File: config.mk
export PLATFORM = sky130hd
export DESIGN_NAME = mac_sequencer
export DESIGN_NICKNAME = d
export VERILOG_FILES = /design/src/rtl/mac_sequencer.sv
export SDC_FILE = /design/constraint.sdc
export NUM_CORES = 1
export LEC_CHECK = 0
export CAP_MARGIN = 20
export CORE_MARGIN = 4
export CORE_UTILIZATION = 35
export CTS_BUF_LIST = sky130_fd_sc_hd__clkbuf_4 sky130_fd_sc_hd__clkbuf_8
export DETAILED_ROUTE_END_ITERATION = 10
export PLACE_DENSITY = 0.61
export RECOVER_POWER = 25
export SLEW_MARGIN = 20
export SYNTH_ARGS = -nofsm -noshare
export SYNTH_HDL_FRONTEND = slang
export SYNTH_SLANG_ARGS = --single-unit
File: constraint.sdc
create_clock -name clk -period 5.3 [get_ports clk]
set_input_delay 0.795 -clock clk [delete_from_list [all_inputs] [get_ports clk]]
set_output_delay 0.795 -clock clk [all_outputs]
set_load 0.05 [all_outputs]
File: src/rtl/mac_sequencer.sv
// Job sequencer for the 8x8 unsigned multiplier: streams operand pairs through a
// two-stage multiply pipeline and returns the accumulated dot product.
module mac_sequencer #(
  parameter int LEN_W = 8,
  parameter int ACC_W = 24
) (
  input  logic             clk,
  input  logic             rst,
  input  logic             start,
  input  logic [LEN_W-1:0] len,
  input  logic             in_valid,
  output logic             in_ready,
  input  logic [7:0]       in_a,
  input  logic [7:0]       in_b,
  output logic             res_valid,
  input  logic             res_ready,
  output logic [ACC_W-1:0] result,
  output logic             ovf,
  output logic             busy
);

  typedef enum logic [1:0] {IDLE, RUN, DRAIN, DONE} state_t;

  state_t           state, state_next;
  logic [LEN_W-1:0] len_q, count;
  logic [7:0]       a_q, b_q;
  logic             v1, v2;
  logic [15:0]      p_q, prod;
  logic [ACC_W-1:0] acc;
  logic             ovf_q;
  logic             accept, last_accept, job_start;
  logic [ACC_W:0]   acc_sum;

  assign accept      = in_valid & in_ready;
  assign last_accept = accept && (count == len_q - LEN_W'(1));
  assign job_start   = (state == IDLE) && start;
  assign acc_sum     = {1'b0, acc} + {{(ACC_W-15){1'b0}}, p_q};

  // NOTE: every signal driven here gets a default first so no path leaves it unassigned (no latches).
  always_comb begin
    state_next = state;
    in_ready   = 1'b0;
    res_valid  = 1'b0;
    busy       = 1'b1;
    unique case (state)
      IDLE: begin
        busy = 1'b0;
        if (start) state_next = (len == '0) ? DONE : RUN;
      end
      RUN: begin
        in_ready = 1'b1;
        if (last_accept) state_next = DRAIN;
      end
      // Once v1 is empty, the product in stage 2 is accumulated on this same edge.
      DRAIN: if (!v1) state_next = DONE;
      DONE: begin
        res_valid = 1'b1;
        if (res_ready) state_next = IDLE;
      end
      default: state_next = IDLE;
    endcase
  end

  // NOTE: sequential state uses non-blocking assignments so all registers update from pre-edge values.
  always_ff @(posedge clk) begin
    if (rst) state <= IDLE;
    else     state <= state_next;
  end

  always_ff @(posedge clk) begin
    if (rst) begin
      len_q <= '0;
      count <= '0;
      v1    <= 1'b0;
      v2    <= 1'b0;
      acc   <= '0;
      ovf_q <= 1'b0;
    end else begin
      v1 <= accept;
      v2 <= v1;
      if (job_start) begin
        len_q <= len;
        count <= '0;
        acc   <= '0;
        ovf_q <= 1'b0;
      end else begin
        if (accept) count <= count + LEN_W'(1);
        if (v2) begin
          acc <= acc_sum[ACC_W-1:0];
          if (acc_sum[ACC_W]) ovf_q <= 1'b1;
        end
      end
    end
  end

  // NOTE: pure datapath registers carry no reset; their valid bits (v1/v2) are what get cleared.
  always_ff @(posedge clk) begin
    if (accept) begin
      a_q <= in_a;
      b_q <= in_b;
    end
    p_q <= prod;
  end

  // Dadda multiplier: partial-product rows reduced with 3:2 compressors through
  // heights 8-6-4-3-2, then one carry-propagate add.
  function automatic logic [31:0] csa(input logic [15:0] x, input logic [15:0] y,
                                      input logic [15:0] z);
    logic [15:0] s, c;
    s = x ^ y ^ z;
    c = ((x & y) | (x & z) | (y & z)) << 1;
    return {c, s};
  endfunction

  logic [15:0] pp [8];
  logic [15:0] s1a, c1a, s1b, c1b, s2a, c2a, s2b, c2b, s3, c3, s4, c4;

  always_comb begin
    for (int i = 0; i < 8; i++) begin
      pp[i] = {8'd0, a_q & {8{b_q[i]}}} << i;
    end
  end

  assign {c1a, s1a} = csa(pp[0], pp[1], pp[2]);
  assign {c1b, s1b} = csa(pp[3], pp[4], pp[5]);
  assign {c2a, s2a} = csa(s1a, c1a, s1b);
  assign {c2b, s2b} = csa(c1b, pp[6], pp[7]);
  assign {c3, s3}   = csa(s2a, c2a, s2b);
  assign {c4, s4}   = csa(s3, c3, c2b);
  assign prod       = s4 + c4;

  assign result = acc;
  assign ovf    = ovf_q;

endmodule
Yosys cells after proc, flatten, opt, wreduce, memory -nomap -nowiden
Index checks and enable logic that the tools add are counted.
{"block": "word_totals", "reg_bits": 77, "in_bits": 29, "out_inout_bits": 28}
{"block": "classes", "addsub": 4, "eq_ne": 8, "muxes": 9, "bitwise_logic": 51, "reduce_logical": 7}
{"cell": "$and A8 B8 Y8", "n": 8}
{"cell": "$or A15 B15 Y15", "n": 4}
{"cell": "$and A14 B15 Y15", "n": 3}
{"cell": "$and A15 B15 Y15", "n": 3}
{"cell": "$or A14 B15 Y15", "n": 2}
{"cell": "$xor A14 B15 Y15", "n": 2}
{"cell": "$and A11 B13 Y13", "n": 2}
{"cell": "$or A13 B13 Y13", "n": 2}
{"cell": "$add A24 B16 Y25", "n": 1}
{"cell": "$add A16 B16 Y16", "n": 1}
{"cell": "$xor A15 B16 Y16", "n": 1}
{"cell": "$xor A16 B16 Y16", "n": 1}
{"cell": "$and A13 B15 Y15", "n": 1}
{"cell": "$and A13 B14 Y14", "n": 1}
{"cell": "$and A14 B14 Y14", "n": 1}
{"cell": "$xor A13 B14 Y14", "n": 1}
{"cell": "$xor A14 B14 Y14", "n": 1}
{"cell": "$and A10 B13 Y13", "n": 1}
{"cell": "$and A12 B13 Y13", "n": 1}
{"cell": "$or A11 B13 Y13", "n": 1}
{"cell": "$or A12 B13 Y13", "n": 1}
{"cell": "$xor A11 B13 Y13", "n": 1}
{"cell": "$xor A12 B13 Y13", "n": 1}
{"cell": "$and A11 B12 Y12", "n": 1}
{"cell": "26 further kinds", "n": 37}

Longest topological paths before layout
Gate-level depths: netlist (run 1).
{"block": "logic_depth", "word_depth": 14, "mapped_depth": 17, "mapped_depth_nobuf": 17}

Worst setup path after synthesis (run 1)
OpenSTA, ideal clock, no wires.
{"block": "synth_timing", "path_kind": "reg-to-reg", "from": "register a_q[4]", "to": "register p_q[14]", "setup_ns": 0.072, "arrival_time_ns": 4.196, "required_time_ns": 5.228, "setup_slack_ns": 1.032, "stages_incl_launch_ff": 15, "n_path_buf": 0, "synth_period_minus_slack_ns": 4.268, "path_cell_list": "edfxtp_1 -> and2_1 -> fa_1 -> inv_1 -> fa_1 -> fa_1 -> fa_1 -> inv_1 -> ha_1 -> a21oi_2 -> o21ai_1 -> or4_1 -> a31o_1 -> a21oi_1 -> xnor2_1"}
{"block": "synth_via", "elab_chain_len": 14}
{"element": "from (decl)", "line": "26", "source": "logic [7:0] a_q, b_q;"}
{"element": "from (signal assigned)", "line": "99", "source": "a_q <= in_a;"}
{"element": "$and A8 B8 Y8", "line": "120", "source": "pp[i] = {8'd0, a_q & {8{b_q[i]}}} << i;"}
{"element": "$and A8 B9 Y9 / $and A8 B10 Y10 (equally long branches)", "line": "111", "source": "c = ((x & y) | (x & z) | (y & z)) << 1;"}
{"element": "$or A9 B10 Y10", "line": "111"}
{"element": "$or A10 B10 Y10", "line": "111"}
{"element": "$and A10 B11 Y11", "line": "111"}
{"element": "$or A11 B13 Y13", "line": "111"}
{"element": "$or A13 B13 Y13", "line": "111"}
{"element": "$and A13 B14 Y14", "line": "111"}
{"element": "$or A14 B15 Y15", "line": "111"}
{"element": "$or A15 B15 Y15", "line": "111"}
{"element": "$and A15 B15 Y15", "line": "111"}
{"element": "$or A15 B15 Y15 (2 in series)", "line": "111"}
{"element": "$add A16 B16 Y16 (*)", "line": "130", "source": "assign prod = s4 + c4;"}
{"element": "net prod[14]", "line": "28", "source": "logic [15:0] p_q, prod;"}
{"element": "to (signal assigned)", "line": "102", "source": "p_q <= prod;"}
{"element": "to (decl)", "line": "28"}
The timed path passes the listed nets; every way through them passes the cells marked *.
A chain may end at the register's enable or synchronous reset.

Worst setup path after layout (run 1)
Same ends and word-level chain as after synthesis.

==> key figures, run 1 <==
Outcome
  – Run status: completed

Clock tree
  – Post-CTS Hold Fix Bufs: 0
  – Clock buffer depth: 2
  – Root buf cell: clkbuf_8
  – Postcts setup bufs: 0
  – Clock slew at reported path FFs: 0.08 ns
  – Skew-Pair Late Insertion Delay: 0.37 ns
  – Total CTS buffers: 9
  – Cts repair resizes: 0
  – Clock H-tree levels: 3
  – Sink Count: 77
  – TritonCTS clock tree: done

Routing
  – Post-route ant nets: 0
  – Final WL: 11.3 mm
  – Iter 0 DRT Violations: 193
  – DR WL/cell: 13.7 microns
  – DRC: 0
  – Vias per inst: 4.91
  – 1st-pass router iterations: 5
  – Vias: 4,066

Global routing
  – Tot GR Track Use: 0.137
  – Initial antenna violation count: 0
  – Congestion Overflow GR: 0
  – First-pass GRT wire length: 19.8 mm
  – Vias in the first global route: 4,231
  – Largest net degree at the start of global routing: 32

Placed design
  – IO Port Bufs: 56
  – Hpwl dp: 9.17 mm
  – Placer Congestion: 0.847

Layout
  – P&R area growth vs syn: 18.3%
  – Most frequent cells in the layout: 66 x nand2_1, 61 x dfxtp_1, 53 x inv_1, 48 x ha_1, 44 x and2_1
  – Ant diodes: 0
  – Layout cells sized above 1: 0.0438
  – Commonest non-fill, non-tap cell in the layout: nand2_1
  – Final Util: 0.422
  – Final net count: 753

Logic synthesis
  – Main synth FF type: dfxtp_1
  – Gate count of the mapped netlist: 579
  – Asr flop ratio synth: 0
  – Ys Warns: 0
  – #FFs+latches synth: 77
  – Syn_nets: 696
  – Synth unique cells: 55
  – Synthesized area: 0.00543 sq mm
  – Syn_area_per_cell: 9.37 sq um
  – Sequential share of the synthesized area: 0.314
  – Number of flops mapped to enable cells by yosys: 16

Run
  – Max-cap violations: 0

Power
  – Switching portion of total power: 0.403
  – Sequential share of power: 0.264
  – Worst IR drop on VDD: 206 uV
  – Comb pwr share: 0.560
  – Tot Pwr: 3040 uW
  – Net Switching: 1230 uW
  – Pwr dens: 474 mW/mm^2
  – Leakage: 0.00262 uW
  – Clk network pwr share: 0.176
  – P_int: 1820 uW

Timing
  – Worst hold slack: 0.474 ns
  – Fin crit share: 0.851
  – Worst Tran Pin Value: 0.791 ns
  – Number of slew-limit violations in the final report: 0
  – Achievable Freq: 222 MHz
  – Skew final: 0.0148 ns
  – Slew HR: 0.472
  – Final period demand of the worst path: 4.51 ns
  – Endpoints failing setup: 0
  – Setup_tns: 0 ns
  – RSZ-0062 raised after global routing: no
  – Hold Violations, Final: 0

Die
  – # IOs: 57
  – Initial core utilization: 0.357
  – Core Region: 0.0152 sq mm
  – Die Ht: 133 microns
  – Die X: 133 microns
  – Rows: 45
  – DIE AREA: 0.0176 sq mm

Setup path
  – FF-to-FF path depth: 14
  – Worst setup SP type: register
  – Critical path class: reg2reg
  – CP max FO: 8
  – Worst endpoint required time: 5.58 ns
  – Arr. time, crit path: 4.80 ns
  – Crit end category: register

Min path
  – Worst hold path depth: 1
  – Worst Hold Class: reg2reg
[cells by family after synthesis]
kind of cell,synth area share
buffers and inverters,0.0470
multiplexers,0.0166
flip-flops,0.314
AO/OA/AOI/OAI,0.116
AND/OR/NAND/NOR,0.194
adder cells (fa/ha/maj),0.258
XOR/XNOR,0.0549
[critical path, stage by stage (launching register included)]
cell      delay [ns]
edfxtp_1        0.49
and2_1          0.22
fa_1            0.54
inv_1           0.05
fa_1            0.46
fa_1            0.51
fa_1            0.54
inv_1           0.04
ha_1            0.31
a21oi_2         0.19
o21ai_1         0.12
or4_1           0.43
a31o_1          0.23
a21oi_1         0.17
xnor2_1         0.14
[layer usage]
metal	vias up	global-route usage	share of wire
li1	2076	-	-
met4	0	0.0370	0.010
met5	-	0	0
met2	55	0.241	0.51
met1	1927	0.167	0.45
met3	8	0.0350	0.031
[through the flow]
| step | area, sq um | cells | setup WS, ns |
|---|---|---|---|
| 2_1_floorplan | 5430 | 579 | 1.03 |
| 3_3_place_gp | 6180 | 813 | 0.886 |
| 6_report | 6420 | 828 | 0.787 |
| 3_5_place_dp | 6180 | 813 | 0.768 |
| 4_1_cts | 6420 | 828 | 0.774 |
| 5_1_grt | 6420 | 828 | 0.504 |
[power groups by stage]
stage	Clock, uW	Sequential, uW	Combinational (uW)
2_1_floorplan	0	799	1390
6_report	536	804	1700
5_1_grt	582	820	1970
4_1_cts	557	806	1730
3_3_place_gp	0	818	1670
3_5_place_dp	0	819	1720
[cell usage after synthesis (3+ instances only)]
master	n	area share
inv_1	53	0.037
a21o_1	5	0.0069
xor2_1	14	0.023
o21ai_0	18	0.017
buf_1	3	0.0021
dfxtp_1	61	0.23
mux2i_1	9	0.017
nor4_1	3	0.0035
nand2b_1	4	0.0046
buf_2	3	0.0028
xnor2_1	20	0.032
o22ai_1	3	0.0035
a31oi_1	4	0.0046
clkbuf_1	5	0.0035
edfxtp_1	16	0.089
a311oi_1	5	0.0081
fa_1	40	0.15
nor3_1	7	0.0065
or3_1	11	0.013
a21oi_1	41	0.038
nand3_1	13	0.012
nand4_1	8	0.0092
o211ai_1	3	0.0042
nor2_1	30	0.021
and2_1	45	0.052
nand2_1	66	0.046
and3_1	4	0.0046
nor2b_1	6	0.0069
ha_1	48	0.11
[registers in the layout, summed over array words and instances, names as in the netlist]
signal  count
result     24
a_q         8
count       8
ovf         1
len_q       8
b_q         8
p_q        16
v2          1
state       2
v1          1
[path summary, 6_finish.rpt]
kind         startpoint  endpoint  slack, ns
max              a_q[4]   p_q[14]       0.79
min                 ovf       ovf       0.47
max reg2reg      a_q[4]   p_q[14]       0.79
min reg2reg         ovf       ovf       0.47
[area by class of cell]
class | instances | area (sq um)
Clock inverter | 4 | 97.6
Tap cell | 188 | 235
Clock buffer | 11 | 139
Fill cell | 1442 | 8780
Inverter | 53 | 199
Multi-Input combinational cell | 437 | 3470
Timing Repair Buffer | 58 | 576
Sequential cell | 77 | 1700
No activity file was read; power rests on OpenSTA's default activity.
==> run 2: changes to the inputs <==
==> constraint.sdc (replaced) <==
create_clock -name clk -period 5.3 [get_ports clk]
set_input_delay 1.06 -clock clk [delete_from_list [all_inputs] [get_ports clk]]
set_output_delay 1.06 -clock clk [all_outputs]
set_load 0.05 [all_outputs]
==> key figures, run 2 (same netlist as run 1, synthesis figures left out) <==
Outcome
  – Run status: completed

Run
  – Max-cap violations: 0

Clock tree
  – Clock buffer depth: 2
  – Clock slew at reported path FFs: 0.08 ns
  – Clock H-tree levels: 3
  – Sink Count: 77
  – Postcts setup bufs: 0
  – Post-CTS Hold Fix Bufs: 0
  – Root buf cell: clkbuf_8
  – TritonCTS clock tree: done
  – Total CTS buffers: 9
  – Skew-Pair Late Insertion Delay: 0.37 ns
  – Cts repair resizes: 0

Placed design
  – Placed Area: 0.00618 sq mm
  – IO Port Bufs: 56
  – Placer Congestion: 0.826
  – Hpwl dp: 9.32 mm
  – DP Worst Slack: 0.780 ns

Timing
  – Final period demand of the worst path: 4.51 ns
  – Skew final: 0.00922 ns
  – Fin crit share: 0.850
  – Achievable Freq: 222 MHz
  – Setup_tns: 0 ns
  – Endpoints failing setup: 0
  – Hold Violations, Final: 0
  – Worst Tran Pin Value: 0.788 ns
  – Final WS setup: 0.793 ns
  – Number of slew-limit violations in the final report: 0
  – Slew HR: 0.474
  – RSZ-0062 raised after global routing: no

Global routing
  – Vias in the first global route: 4,243
  – First-pass GRT wire length: 19.9 mm
  – Initial antenna violation count: 0
  – Congestion Overflow GR: 0
  – Largest net degree at the start of global routing: 22
  – Tot GR Track Use: 0.139

Setup path
  – Worst r2r src: a_q[4]
  – Crit end category: register
  – End point of the critical path: p_q[15]
  – CP startpoint: a_q[4]
  – FF-to-FF path depth: 15
  – Worst setup SP type: register
  – R2R Path End: p_q[15]
  – Critical path class: reg2reg
  – Arr. time, crit path: 4.81 ns
  – Worst endpoint required time: 5.60 ns
  – R2R Setup Slk: 0.79 ns
  – CP max FO: 8

Layout
  – P&R area growth vs syn: 17.5%
  – Number of flip-flops under the largest register name: 24
  – Commonest non-fill, non-tap cell in the layout: nand2_1
  – Ant diodes: 0
  – Most frequent cells in the layout: 66 x nand2_1, 61 x dfxtp_1, 53 x inv_1, 48 x ha_1, 42 x and2_1
  – Fillcell total: 1,467
  – Final net count: 753
  – Design Area, Final: 0.00637 sq mm
  – Layout cells sized above 1: 0.0438

Die
  – # IOs: 57
  – DIE AREA: 0.0176 sq mm
  – Die Ht: 133 microns
  – Initial core utilization: 0.357
  – Core Region: 0.0152 sq mm
  – Rows: 45
  – Die X: 133 microns

Power
  – Pwr dens: 465 mW/mm^2
  – Leakage: 0.00261 uW
  – Tot Pwr: 2970 uW
  – Worst IR drop on VDD: 190 uV

Routing
  – DR WL/cell: 14.0 microns
  – Highest metal used: met4
  – Met3 wire length: 345 microns
  – Iter 0 DRT Violations: 132
  – 1st-pass router iterations: 4
  – DRC: 0
  – Routed metal-1 wirelength: 5.21 mm
  – Final WL: 11.6 mm
  – Vias per inst: 5.00
  – Vias: 4,136
  – Post-route ant nets: 0
  – Met2 WL: 5.70 mm

Min path
  – Worst Hold Class: reg2reg
-- run 2: cell count changes in the layout (fill, tap and decap cells not counted), sizes merged --
| cell | change |
|---|---|
| clkinv | +3 |
| dlygate4sd3 | -1 |
| clkdlybuf4s50 | +1 |
| clkinvlp | -1 |
| bufinv | -2 |
-- run 2: layout make-up --
| type | count | area (sq um) | area share |
|---|---|---|---|
| flip-flops and latches | 77 | 1700 | 0.267 |
| well taps | 188 | 235 | 0.0369 |
| clock inverters | 4 | 48.8 | 0.00765 |
| inverters | 53 | 199 | 0.0312 |
| repair buffers | 58 | 576 | 0.0903 |
| clock buffers | 11 | 145 | 0.0228 |
| multi-input cells | 437 | 3470 | 0.544 |
-- run 2: routing by layer --
layer / GRT usage / up-vias
li1: - / 2086
met1: 0.169 / 1959
met2: 0.238 / 71
met3: 0.0274 / 20
met4: 0.0641 / 0
met5: 0 / -
-- run 2: worst min-delay path by stage --
stage,start,endpoint,slack [ns],cells after the start
final,v1,v2,0.47,1
after global routing,v1,v2,0.49,1
after CTS,v1,v2,0.47,1
after detailed placement,v1,v2,0.46,1
after global placement,v1,v2,0.46,1
after floorplan,v1,v2,0.44,1
-- run 2: worst max-delay path: stages (launching register included) --
cell and delay (ns):
edfxtp_1 0.49, and2_1 0.23, fa_1 0.53, inv_1 0.05, fa_1 0.46, fa_1 0.51
fa_1 0.54, inv_1 0.04, ha_1 0.32, nor2b_1 0.14, o21ai_0 0.15, nand2b_1 0.12
a311oi_1 0.38, o41ai_1 0.13, a21oi_1 0.18, xnor2_1 0.14
-- run 2: metrics by stage --
| step | utilization | std cells | hold slack, ns |
|---|---|---|---|
| 6_report | 0.419 | 828 | 0.472 |
| 2_1_floorplan | - | 579 | 0.438 |
| 5_1_grt | 0.419 | 828 | 0.490 |
| 3_5_place_dp | 0.407 | 813 | 0.461 |
| 3_3_place_gp | 0.407 | 813 | 0.464 |
| 4_1_cts | 0.419 | 828 | 0.474 |
-- run 2: where the power goes --
group	internal [uW]	switching, uW
clock	232	223
combinational	772	933
sequential	724	80.6
total	1730	1240
==> run 3: changes to the inputs <==
--- a/config.mk
+++ b/config.mk
@@ -5,11 +5,13 @@
 export SDC_FILE = /design/constraint.sdc
 export NUM_CORES = 1
 export LEC_CHECK = 0
-export CAP_MARGIN = 20
+export CAP_MARGIN = 15
+export CORE_ASPECT_RATIO = 1.2
 export CORE_MARGIN = 4
 export CORE_UTILIZATION = 35
 export CTS_BUF_LIST = sky130_fd_sc_hd__clkbuf_4 sky130_fd_sc_hd__clkbuf_8
 export DETAILED_ROUTE_END_ITERATION = 10
+export GPL_TIMING_DRIVEN = 0
 export PLACE_DENSITY = 0.61
 export RECOVER_POWER = 25
 export SLEW_MARGIN = 20
==> key figures, run 3 (same netlist as run 1, synthesis figures left out) <==
Global routing
  – Initial antenna violation count: 0
  – Congestion Overflow GR: 0
  – Vias in the first global route: 4,502
  – Tot GR Track Use: 0.147
  – Largest net degree at the start of global routing: 22
  – First-pass GRT wire length: 20.8 mm

Routing
  – Vias: 4,228
  – Post-route ant nets: 0
  – 1st-pass router iterations: 4
  – Vias per inst: 4.95
  – Iter 0 DRT Violations: 179
  – Final WL: 11.7 mm
  – DRC: 0
  – DR WL/cell: 13.7 microns

Timing
  – Worst Tran Pin Value: 0.771 ns
  – Slew HR: 0.485
  – Final period demand of the worst path: 4.57 ns
  – RSZ-0062 raised after global routing: no
  – Achievable Freq: 219 MHz
  – Fin crit share: 0.862
  – Hold Violations, Final: 0
  – Skew final: 0.0161 ns
  – Worst hold slack: 0.482 ns
  – Endpoints failing setup: 0
  – Number of slew-limit violations in the final report: 0
  – Setup_tns: 0 ns

Layout
  – Number of flip-flops under the largest register name: 24
  – Final Util: 0.427
  – Final net count: 763
  – Layout cells sized above 1: 0.0461
  – Fin cells: 855
  – Fillcell total: 1,538
  – Commonest non-fill, non-tap cell in the layout: nand2_1
  – Ant diodes: 0
  – Most frequent cells in the layout: 66 x nand2_1, 61 x dfxtp_1, 53 x inv_1, 48 x ha_1, 44 x and2_1
  – P&R area growth vs syn: 18.7%

Power
  – Pwr dens: 462 mW/mm^2
  – Tot Pwr: 2980 uW
  – Worst IR drop on VDD: 238 uV
  – Leakage: 0.00262 uW

Clock tree
  – TritonCTS clock tree: done
  – Clock slew at reported path FFs: 0.08 ns
  – Skew-Pair Late Insertion Delay: 0.37 ns
  – Sink Count: 77
  – Clock buffer depth: 2
  – Post-CTS Hold Fix Bufs: 0
  – Clock H-tree levels: 3
  – Root buf cell: clkbuf_8
  – Postcts setup bufs: 0
  – Total CTS buffers: 9
  – Cts repair resizes: 0

Die
  – Rows: 49
  – Initial core utilization: 0.360
  – DIE AREA: 0.0176 sq mm
  – # IOs: 57
  – Die Ht: 144 microns
  – Core Region: 0.0151 sq mm
  – Die X: 122 microns

Setup path
  – Worst endpoint required time: 5.59 ns
  – FF-to-FF path depth: 14
  – CP max FO: 8
  – Critical path class: reg2reg
  – Crit end category: register
  – Arr. time, crit path: 4.85 ns
  – Worst setup SP type: register

Min path
  – Worst hold path depth: 2
  – Worst Hold Class: reg2reg

Outcome
  – Run status: completed

Placed design
  – Placed Cells incl. Taps: 839
  – Hpwl dp: 9.57 mm
  – IO Port Bufs: 56
  – Placer Congestion: 0.861

Run
  – Max-cap violations: 0
-- run 3: cell types whose count changed in the layout (fill, tap and decap cells not counted), moves of 2 or more --
cell        before  now
buf_1            0    3
inv_4            0    2
clkbuf_1         0    6
and2_1          42   44
clkinvlp_4       0    2
clkinv_2         2    0
buf_4            2    0
and2_0           3    1
buf_2            0    2
-- run 3: layer usage --
layer,wire (microns),track usage,up-vias
met4,236,0.0555,0
met3,360,0.0325,19
met2,6300,0.275,55
met5,0,0,-
li1,-,-,2105
met1,4830,0.163,2049
-- run 3: power breakdown --
group,total [uW],switching [uW],leakage (uW),internal (uW)
clock,461,225,0.0000999,236
sequential,806,81.6,0.000645,724
combinational,1710,936,0.00188,774
-- run 3: area by class of cell --
class	count	area, sq um	area share
Inverter	53	199	0.0309
Tap cell	204	255	0.0396
Buffer	12	55.1	0.00854
Timing Repair Buffer	56	561	0.0870
Clock buffer	11	145	0.0225
Multi-Input combinational cell	437	3470	0.538
Sequential cell	77	1700	0.264
Clock inverter	5	57.6	0.00893
-- run 3: stage by stage --
step / area, sq um / setup WS (ns)
2_1_floorplan: 5430 / 1.03
3_3_place_gp: 6240 / 0.775
3_5_place_dp: 6240 / 0.725
4_1_cts: 6440 / 0.696
5_1_grt: 6440 / 0.386
6_report: 6440 / 0.731
-- run 3: critical path: stages, from the launching register on --
cell	delay (ns)
edfxtp_1	0.52
and2_1	0.23
fa_1	0.53
inv_1	0.05
fa_1	0.47
fa_1	0.52
fa_1	0.55
inv_1	0.04
ha_1	0.31
a21oi_2	0.18
o21ai_1	0.12
or4_1	0.43
a31o_1	0.24
a21oi_1	0.18
xnor2_1	0.13
-- run 3: path summary, 6_finish.rpt --
| check | start | endpoint | slack (ns) |
|---|---|---|---|
| min reg2reg | result[15] | result[15] | 0.48 |
| max | a_q[4] | p_q[14] | 0.73 |
| min | result[15] | result[15] | 0.48 |
| max reg2reg | a_q[4] | p_q[14] | 0.73 |
